File: config.mk
export PLATFORM = sky130hd
export DESIGN_NAME = alu_arbiter
export DESIGN_NICKNAME = d
export VERILOG_FILES = /design/src/rtl/alu_arbiter.sv
export SDC_FILE = /design/constraint.sdc
export NUM_CORES = 1
export LEC_CHECK = 0
export CORE_MARGIN = 1.5
export CORE_UTILIZATION = 36
export DETAILED_ROUTE_END_ITERATION = 10
export PLACE_DENSITY_LB_ADDON = 0.08
export SYNTH_ARGS = -nofsm -noshare
export SYNTH_HDL_FRONTEND = slang
export SYNTH_SLANG_ARGS = --single-unit
File: constraint.sdc
create_clock -name clk -period 2.1 [get_ports clk]
set_input_delay 0.525 -clock clk [delete_from_list [all_inputs] [get_ports clk]]
set_output_delay 0.525 -clock clk [all_outputs]
set_load 0.01 [all_outputs]
File: src/rtl/alu_arbiter.sv
// rtl/alu_arbiter.sv - round-robin arbiter sharing one combinational ALU among REQ requesters
// Optional opcode checking (rsp_err, illegal opcodes masked) under ALU_ARBITER_OPCHECK_EN.
module alu_arbiter #(
    parameter int N   = 8,
    parameter int REQ = 4,
    parameter int IDW = 2
) (
    input  logic               clk,
    input  logic               rst_n,
    input  logic [REQ-1:0]     req_valid,
    input  logic [REQ*N-1:0]   req_a,
    input  logic [REQ*N-1:0]   req_b,
    input  logic [REQ*4-1:0]   req_op,
    output logic [REQ-1:0]     req_ready,
    output logic [N-1:0]       alu_a,
    output logic [N-1:0]       alu_b,
    output logic [3:0]         alu_sel,
    input  logic [N-1:0]       alu_y,
    output logic               rsp_valid,
    output logic [IDW-1:0]     rsp_id,
    output logic [N-1:0]       rsp_data,
    input  logic               rsp_ready,
`ifdef ALU_ARBITER_OPCHECK_EN
    output logic               rsp_err,
`endif
    output logic               busy
);

    localparam logic [3:0] OP_MAX = 4'd8;

    typedef enum logic [1:0] {
        S_IDLE  = 2'd0,
        S_ISSUE = 2'd1,
        S_RESP  = 2'd2
    } state_t;

    state_t         r_state;
    logic [IDW-1:0] r_rr;
    logic [IDW-1:0] r_rsp_id;
    logic [N-1:0]   r_alu_a;
    logic [N-1:0]   r_alu_b;
    logic [3:0]     r_alu_sel;
    logic [N-1:0]   r_rsp_data;
    logic           r_rsp_valid;
    logic           r_busy;
`ifdef ALU_ARBITER_OPCHECK_EN
    logic           r_illegal;
    logic           r_rsp_err;
`endif

    logic           w_found;
    logic [IDW-1:0] w_gidx;
    logic [N-1:0]   w_ga;
    logic [N-1:0]   w_gb;
    logic [3:0]     w_gop;
    logic           w_illegal;
    logic [IDW-1:0] w_rr_next;

    // Scan downward so the candidate closest to the rr pointer is the last writer.
    always_comb begin
        w_found = 1'b0;
        w_gidx  = '0;
        for (int k = REQ - 1; k >= 0; k--) begin
            int idx;
            idx = int'(r_rr) + k;
            if (idx >= REQ) idx = idx - REQ;
            if (req_valid[idx]) begin
                w_found = 1'b1;
                w_gidx  = IDW'(idx);
            end
        end
    end

    assign w_ga      = req_a[w_gidx*N +: N];
    assign w_gb      = req_b[w_gidx*N +: N];
    assign w_gop     = req_op[w_gidx*4 +: 4];
    assign w_illegal = (w_gop > OP_MAX);
    assign w_rr_next = (r_rsp_id == IDW'(REQ - 1)) ? '0 : r_rsp_id + 1'b1;

    always_comb begin
        req_ready = '0;
        if (rst_n && (r_state == S_IDLE) && w_found) req_ready[w_gidx] = 1'b1;
    end

    always_ff @(posedge clk or negedge rst_n) begin
        if (!rst_n) begin
            r_state     <= S_IDLE;
            r_rr        <= '0;
            r_rsp_id    <= '0;
            r_alu_a     <= '0;
            r_alu_b     <= '0;
            r_alu_sel   <= '0;
            r_rsp_data  <= '0;
            r_rsp_valid <= 1'b0;
            r_busy      <= 1'b0;
`ifdef ALU_ARBITER_OPCHECK_EN
            r_illegal   <= 1'b0;
            r_rsp_err   <= 1'b0;
`endif
        end else begin
            case (r_state)
                S_IDLE: begin
                    if (w_found) begin
                        r_alu_a  <= w_ga;
                        r_alu_b  <= w_gb;
`ifdef ALU_ARBITER_OPCHECK_EN
                        r_alu_sel <= w_illegal ? 4'd0 : w_gop;
                        r_illegal <= w_illegal;
`else
                        r_alu_sel <= w_gop;
`endif
                        r_rsp_id <= w_gidx;
                        r_busy   <= 1'b1;
                        r_state  <= S_ISSUE;
                    end
                end
                S_ISSUE: begin
`ifdef ALU_ARBITER_OPCHECK_EN
                    r_rsp_data <= r_illegal ? '0 : alu_y;
                    r_rsp_err  <= r_illegal;
`else
                    r_rsp_data <= alu_y;
`endif
                    r_rsp_valid <= 1'b1;
                    r_state     <= S_RESP;
                end
                S_RESP: begin
                    if (rsp_ready) begin
                        r_rsp_valid <= 1'b0;
                        r_busy      <= 1'b0;
                        r_rr        <= w_rr_next;
                        r_state     <= S_IDLE;
                    end
                end
                default: r_state <= S_IDLE;
            endcase
        end
    end

    // Without opcode checking, codes above 8 reach the ALU as-is; its 0 result is captured.
    logic w_unused_illegal;
    assign w_unused_illegal = w_illegal;

    assign alu_a     = r_alu_a;
    assign alu_b     = r_alu_b;
    assign alu_sel   = r_alu_sel;
    assign rsp_valid = r_rsp_valid;
    assign rsp_id    = r_rsp_id;
    assign rsp_data  = r_rsp_data;
    assign busy      = r_busy;
`ifdef ALU_ARBITER_OPCHECK_EN
    assign rsp_err   = r_rsp_err;
`endif

endmodule
Word level (Yosys, flattened, before mapping)
Cells that the tools add are included.
{"block": "word_totals", "input_bits": 95, "out_inout_bits": 36, "regBits": 36, "elab_cells": 81}
{"block": "classes", "add_sub_neg": 8, "eq_ne": 5, "reduce_logical": 11, "n_lt_le_gt_ge": 10, "mux": 35, "shifts": 3}
{"op": "$lt A32 B4 Y1 const B", "count": 4}
{"op": "$mux W32", "count": 4}
{"op": "$shiftx A32 B6 Y8", "count": 2}
{"op": "$shiftx A16 B5 Y4", "count": 1}
{"op": "$mux W1", "count": 15}
{"op": "$mux W2", "count": 7}
{"op": "$sub A3 B3 Y4 const B", "count": 3}
{"op": "$ge A3 B3 Y1 const B", "count": 3}
{"op": "$bmux W1 S2", "count": 4}
{"op": "$reduce_and A2 Y1", "count": 4}
{"op": "$add A2 B2 Y3 const B", "count": 2}
{"op": "$pmux W2 S3", "count": 1}
{"op": "$eq A2 B2 Y1 const B", "count": 2}
{"op": "$mux W4", "count": 1}
{"op": "$ne A2 B2 Y1 const B", "count": 2}
{"op": "$pmux W1 S2", "count": 2}
{"op": "$reduce_bool A2 Y1", "count": 2}
{"op": "$sub A2 B3 Y4 const B", "count": 1}
{"op": "$add A2 B1 Y3 const B", "count": 1}
{"op": "$ge A2 B3 Y1 const B", "count": 1}
{"op": "$logic_and A1 B1 Y1", "count": 3}
{"op": "$lt A2 B3 Y1 const B", "count": 1}
{"op": "$reduce_and A3 Y1", "count": 1}
{"op": "$add A2 B1 Y2 const B", "count": 1}
{"op": "4 further kinds", "count": 4}

Logic depth before layout (Yosys ltp)
{"block": "logic_depth", "depth_word": 15, "ltp_mapped": 7, "ltp_nobuf": 5}

Worst setup path after synthesis
No wires, ideal clock.
{"block": "synth_timing", "path_kind": "input-to-output", "startpoint": "input port req_valid[1]", "endpoint": "output port req_ready[0]", "slack_ns": -0.068, "path_buffers": 2, "arrival_time_ns": 1.643, "cell_stages": 7, "required_ns": 1.575, "cell_sequence": "buf_4 a21o_1 a21oi_1 o22a_1 nand2b_1 buf_2 nor3b_1"}
{"block": "synth_between", "elab_chain_len": 12, "elab_cells_between_ends": 27, "cone_classes": "2 x order compare; 23 x mux; 2 x reduce/logical"}
{"element": "start, declared", "line_no": "10", "source": "input logic [REQ-1:0] req_valid,"}
{"element": "$bmux W1 S2", "line_no": "67", "source": "if (req_valid[idx]) begin"}
{"element": "$mux W1 (not written as such) (2 in a row)", "line_no": "67"}
{"element": "$mux W2 (4 in a row)", "line_no": "67"}
{"element": "$lt A2 B3 Y1 (not written as such) or $ge A2 B1 Y1 (tied branches)", "line_no": "82", "source": "if (rst_n && (r_state == S_IDLE) && w_found) req_ready[w_gidx] = 1'b1;"}
{"element": "$logic_and A1 B1 Y1 (not written as such)", "line_no": "82"}
{"element": "$mux W1 (not written as such)", "line_no": "82"}
{"element": "$demux W1 S2", "line_no": "82"}
{"element": "$mux W4 (*)", "line_no": "82"}
{"element": "end, declared", "line_no": "14", "source": "output logic [REQ-1:0] req_ready,"}
Mark *: on every way between the ends. The rest lies on a longest branch, timed or not. The select of a mux whose other input is x is not followed.

Worst setup path in the final report
{"block": "layout_timing", "startpoint": "input port req_valid[0]", "endpoint": "output port req_ready[0]"}
Same word-level chain as after synthesis.

==> metrics.yaml <==
yosys:
  ys.flop_type: "dfrtp_1"
  yosys.area_share.simple: 0.07171
  synth-seq-cells: 36
  synth_area_um2: 1919
  synth_top_family_by_area: "compound AO/OA/AOI/OAI gates"
  syn-num-nets: 259
  async_flop_share: 1.000
  ys_types: 35
  synth_adder_area_share: 0.006519
  synth_xor_area_frac: 0
  synthCells: 163
  synth_enable_flop_cells: 0
  synth_top_cell_area_share: 0.4694
  synthMuxAreaShare: 0.1630
  synth_compound_area_frac: 0.2269
  yosys.area.top_type: "dfrtp_1"
  synth.area.top_cells: "dfrtp_1 (47%), a222oi_1 (10%), mux2i_1 (10%)"
  ys_seq_area_frac: 0.4694
  synth_warnings: 0
  syn_avg_cell_area_um2: 11.78
sta:
  layout_min_cycle_time_ns: 2.157
  setup_ws_ns: -0.05748
  max_clock_freq_ghz: 0.4635
  rsz0062_at_grt: "yes"
  slew_headroom: 0.6841
  setup_violations: 3
  drv_slew: 0
  tightest_slew_ns: 0.4738
  fin_crit_sh: 1.027
  finClkSkew_ns: 0.005664
  finalHoldViolations: 0
placement:
  portBuffers: 130
  dp_cells: 375
  place_area_um2: 3412
  gp_congestion: 0.8688
  hpwl_um: 4637
power:
  leakagePower_uw: 0.001546
  power_density_nw_per_um2: 1245
  max-vdd-ir-drop_v: 0.0006704
floorplan:
  core_um2: 5107
  rows: 26
  dieArea_um2: 5778
  die_w_um: 76.02
  dieHeight_um: 76.02
  io_pins: 131
  start_util: 0.3758
routing:
  route.top_layer_used: "met4"
  wl_met2_um: 2928
  ant_nets: 0
  m1WireLength_um: 2415
  drc_errors: 0
  route.met3.wl_um: 585
  via_per_inst: 5.173
  route.vias.total: 2002
  routed_wirelength_um: 6084
  drtPass1Iterations: 4
  wl_per_cell_um: 15.72
  first_iter_violations: 112
clock_network:
  cts_tree: "built"
  cts.sinks: 36
  cts_buffer_depth: 2
  cts_root_buf: "clkbuf_8"
  hold_buffers: 0
  clkLatencyLatePin_ns: 0.28
  cts_made_buffers: 5
  cts.reportedPaths.clkPinSlew_ns: 0.07
  htreeDepth: 2
global_route:
  grt-ovfl-total: 0
  grt_max_degree: 37
  first_global_vias: 2080
  antenna_found_initial: 0
  grt_usage: 0.2153
  grt_pass1_wl_um: 9970
layout:
  finish.utilization: 0.7031
  nNetsFinal: 412
  area_growth_pct: 87.09
  layout-drive-gt1-share: 0.2208
  fin_area_um2: 3591
  finalNonFillerCells: 387
  antenna_cells: 0
outcome:
  status: "finished, violations left"
  violations: "negative setup slack"
worst_setup_path:
  rr_startpoint: "r_rr[0]"
  cp_num_buf_inv: 3
  crit_chain: "clkdlybuf4s15_2 -> and2b_1 -> buf_4 -> nor3_4 -> o22ai_4 -> nor3b_2 -> buf_2"
  required_ns: 1.57
  cp-end-kind: "output port"
  reg2reg_depth: 7
  arrival_ns: 1.63
  cp_slowest_cell: "clkdlybuf4s15_2"
  rrSetupSlack_ns: 0.24
  cp.depth: 7
  r2r-end: "alu_a[3]"
  cp_max_fo: 3
  criticalPathCategory: "in2out"
  cp_slowest_stage_delay_ns: 0.20
  crit_family: "simple AND/OR/NAND/NOR gates"
  start_kind: "input pin"
flow_run:
  drv_cap: 0
hold_path:
  worstHoldPathType: "in2async"
==> cell families after synthesis <==
| logic type | count (synthesis) |
|---|---|
| mux | 30 |
| fa+ha+maj | 1 |
| flops | 36 |
| buf+inv | 18 |
| compound gates | 54 |
| simple gates | 24 |
==> per-stage QoR <==
step	worst slack, ns	hold slack (ns)	power (uW)	setup TNS (ns)
floorplan	0.02398	0.2294	2534	0
global placement	-0.7868	0.4633	3702	-10.03
detailed placement	-0.7940	0.4671	3744	-11.33
CTS	-0.08038	0.3080	4502	-0.1965
global route	-0.1546	0.3291	4780	-0.4589
finish	-0.05748	0.2913	4471	-0.1437
==> report_power, final <==
group / switching, uW / total (uW) / internal [uW] / leakage [uW]
clock network: 243 / 662 / 419 / 0.0000645
logic: 1080 / 2580 / 1490 / 0.00105
registers: 192 / 1230 / 1040 / 0.000435
==> synthesized netlist by cell type, types with 2 or more instances <==
cell type / n
dfrtp_1: 36
o21ai_1: 21
a222oi_1: 20
mux2i_1: 20
mux2_2: 9
buf_2: 5
nor2_1: 5
buf_6: 4
nand2_1: 4
a21oi_1: 3
inv_1: 3
nand2b_1: 3
buf_4: 2
inv_2: 2
nor2b_1: 2
nor3_1: 2
nor3_2: 2
nor3b_1: 2
o21ai_0: 2
==> how the worst max path moves through the flow <==
stage,startpoint,to
floorplan,req_valid[1],req_ready[0]
global placement,req_valid[2],req_ready[0]
detailed placement,req_valid[2],req_ready[0]
CTS,r_rr[0],req_ready[1]
global route,r_rr[0],req_ready[0]
finish,req_valid[0],req_ready[0]
==> metal layers <==
metal	vias to the layer above	GRT usage
li1	953	-
met2	111	0.3532
met3	12	0.08263
met1	926	0.2546
met5	-	0
met4	0	0.08519
==> sequential cells by signal, indices dropped and copies added (netlist names) <==
register and count:
rsp_valid 1, rsp_id 2, rsp_data 8, alu_sel 4, alu_b 8, busy 1
alu_a 8, r_state 2, r_rr 2
==> what timing repair did <==
item,4_1_cts,5_1_grt
pin swaps,4,5
gates resized for setup,37,0
gates cloned,0,0
setup endpoints to repair,24,13
buffers inserted,3,2
==> layout by cell type, fill, tap and decap left out, drive strengths merged, types with 2 or more instances in the layout <==
cell	count
clkdlybuf4s50	121
dfrtp	36
buf	34
o21ai	23
mux2i	20
a222oi	20
mux2	10
clkbuf	7
nor2	5
inv	5
nand2	4
clkdlybuf4s15	4
nor3	4
a21oi	3
nand2b	3
o221a	2
nor2b	2
nor3b	2
==> worst reg2reg max path, cell delays in order, from the launching register on <==
cell and delay, ns:
dfrtp_1 0.41, and2b_1 0.24, buf_4 0.14, o221a_2 0.21, nor2_1 0.08, buf_4 0.19
a222oi_1 0.35, o21ai_1 0.11
==> layout make-up <==
class,count,area (um^2)
fill,405,1516
clock inverter,1,30.03
sequential,36,900.9
multi-input combinational,109,938.4
tap,70,87.58
clock buffer,7,96.34
timing repair buffer,159,1519
inverter,5,18.77
Power figures use the tool's default switching activity.
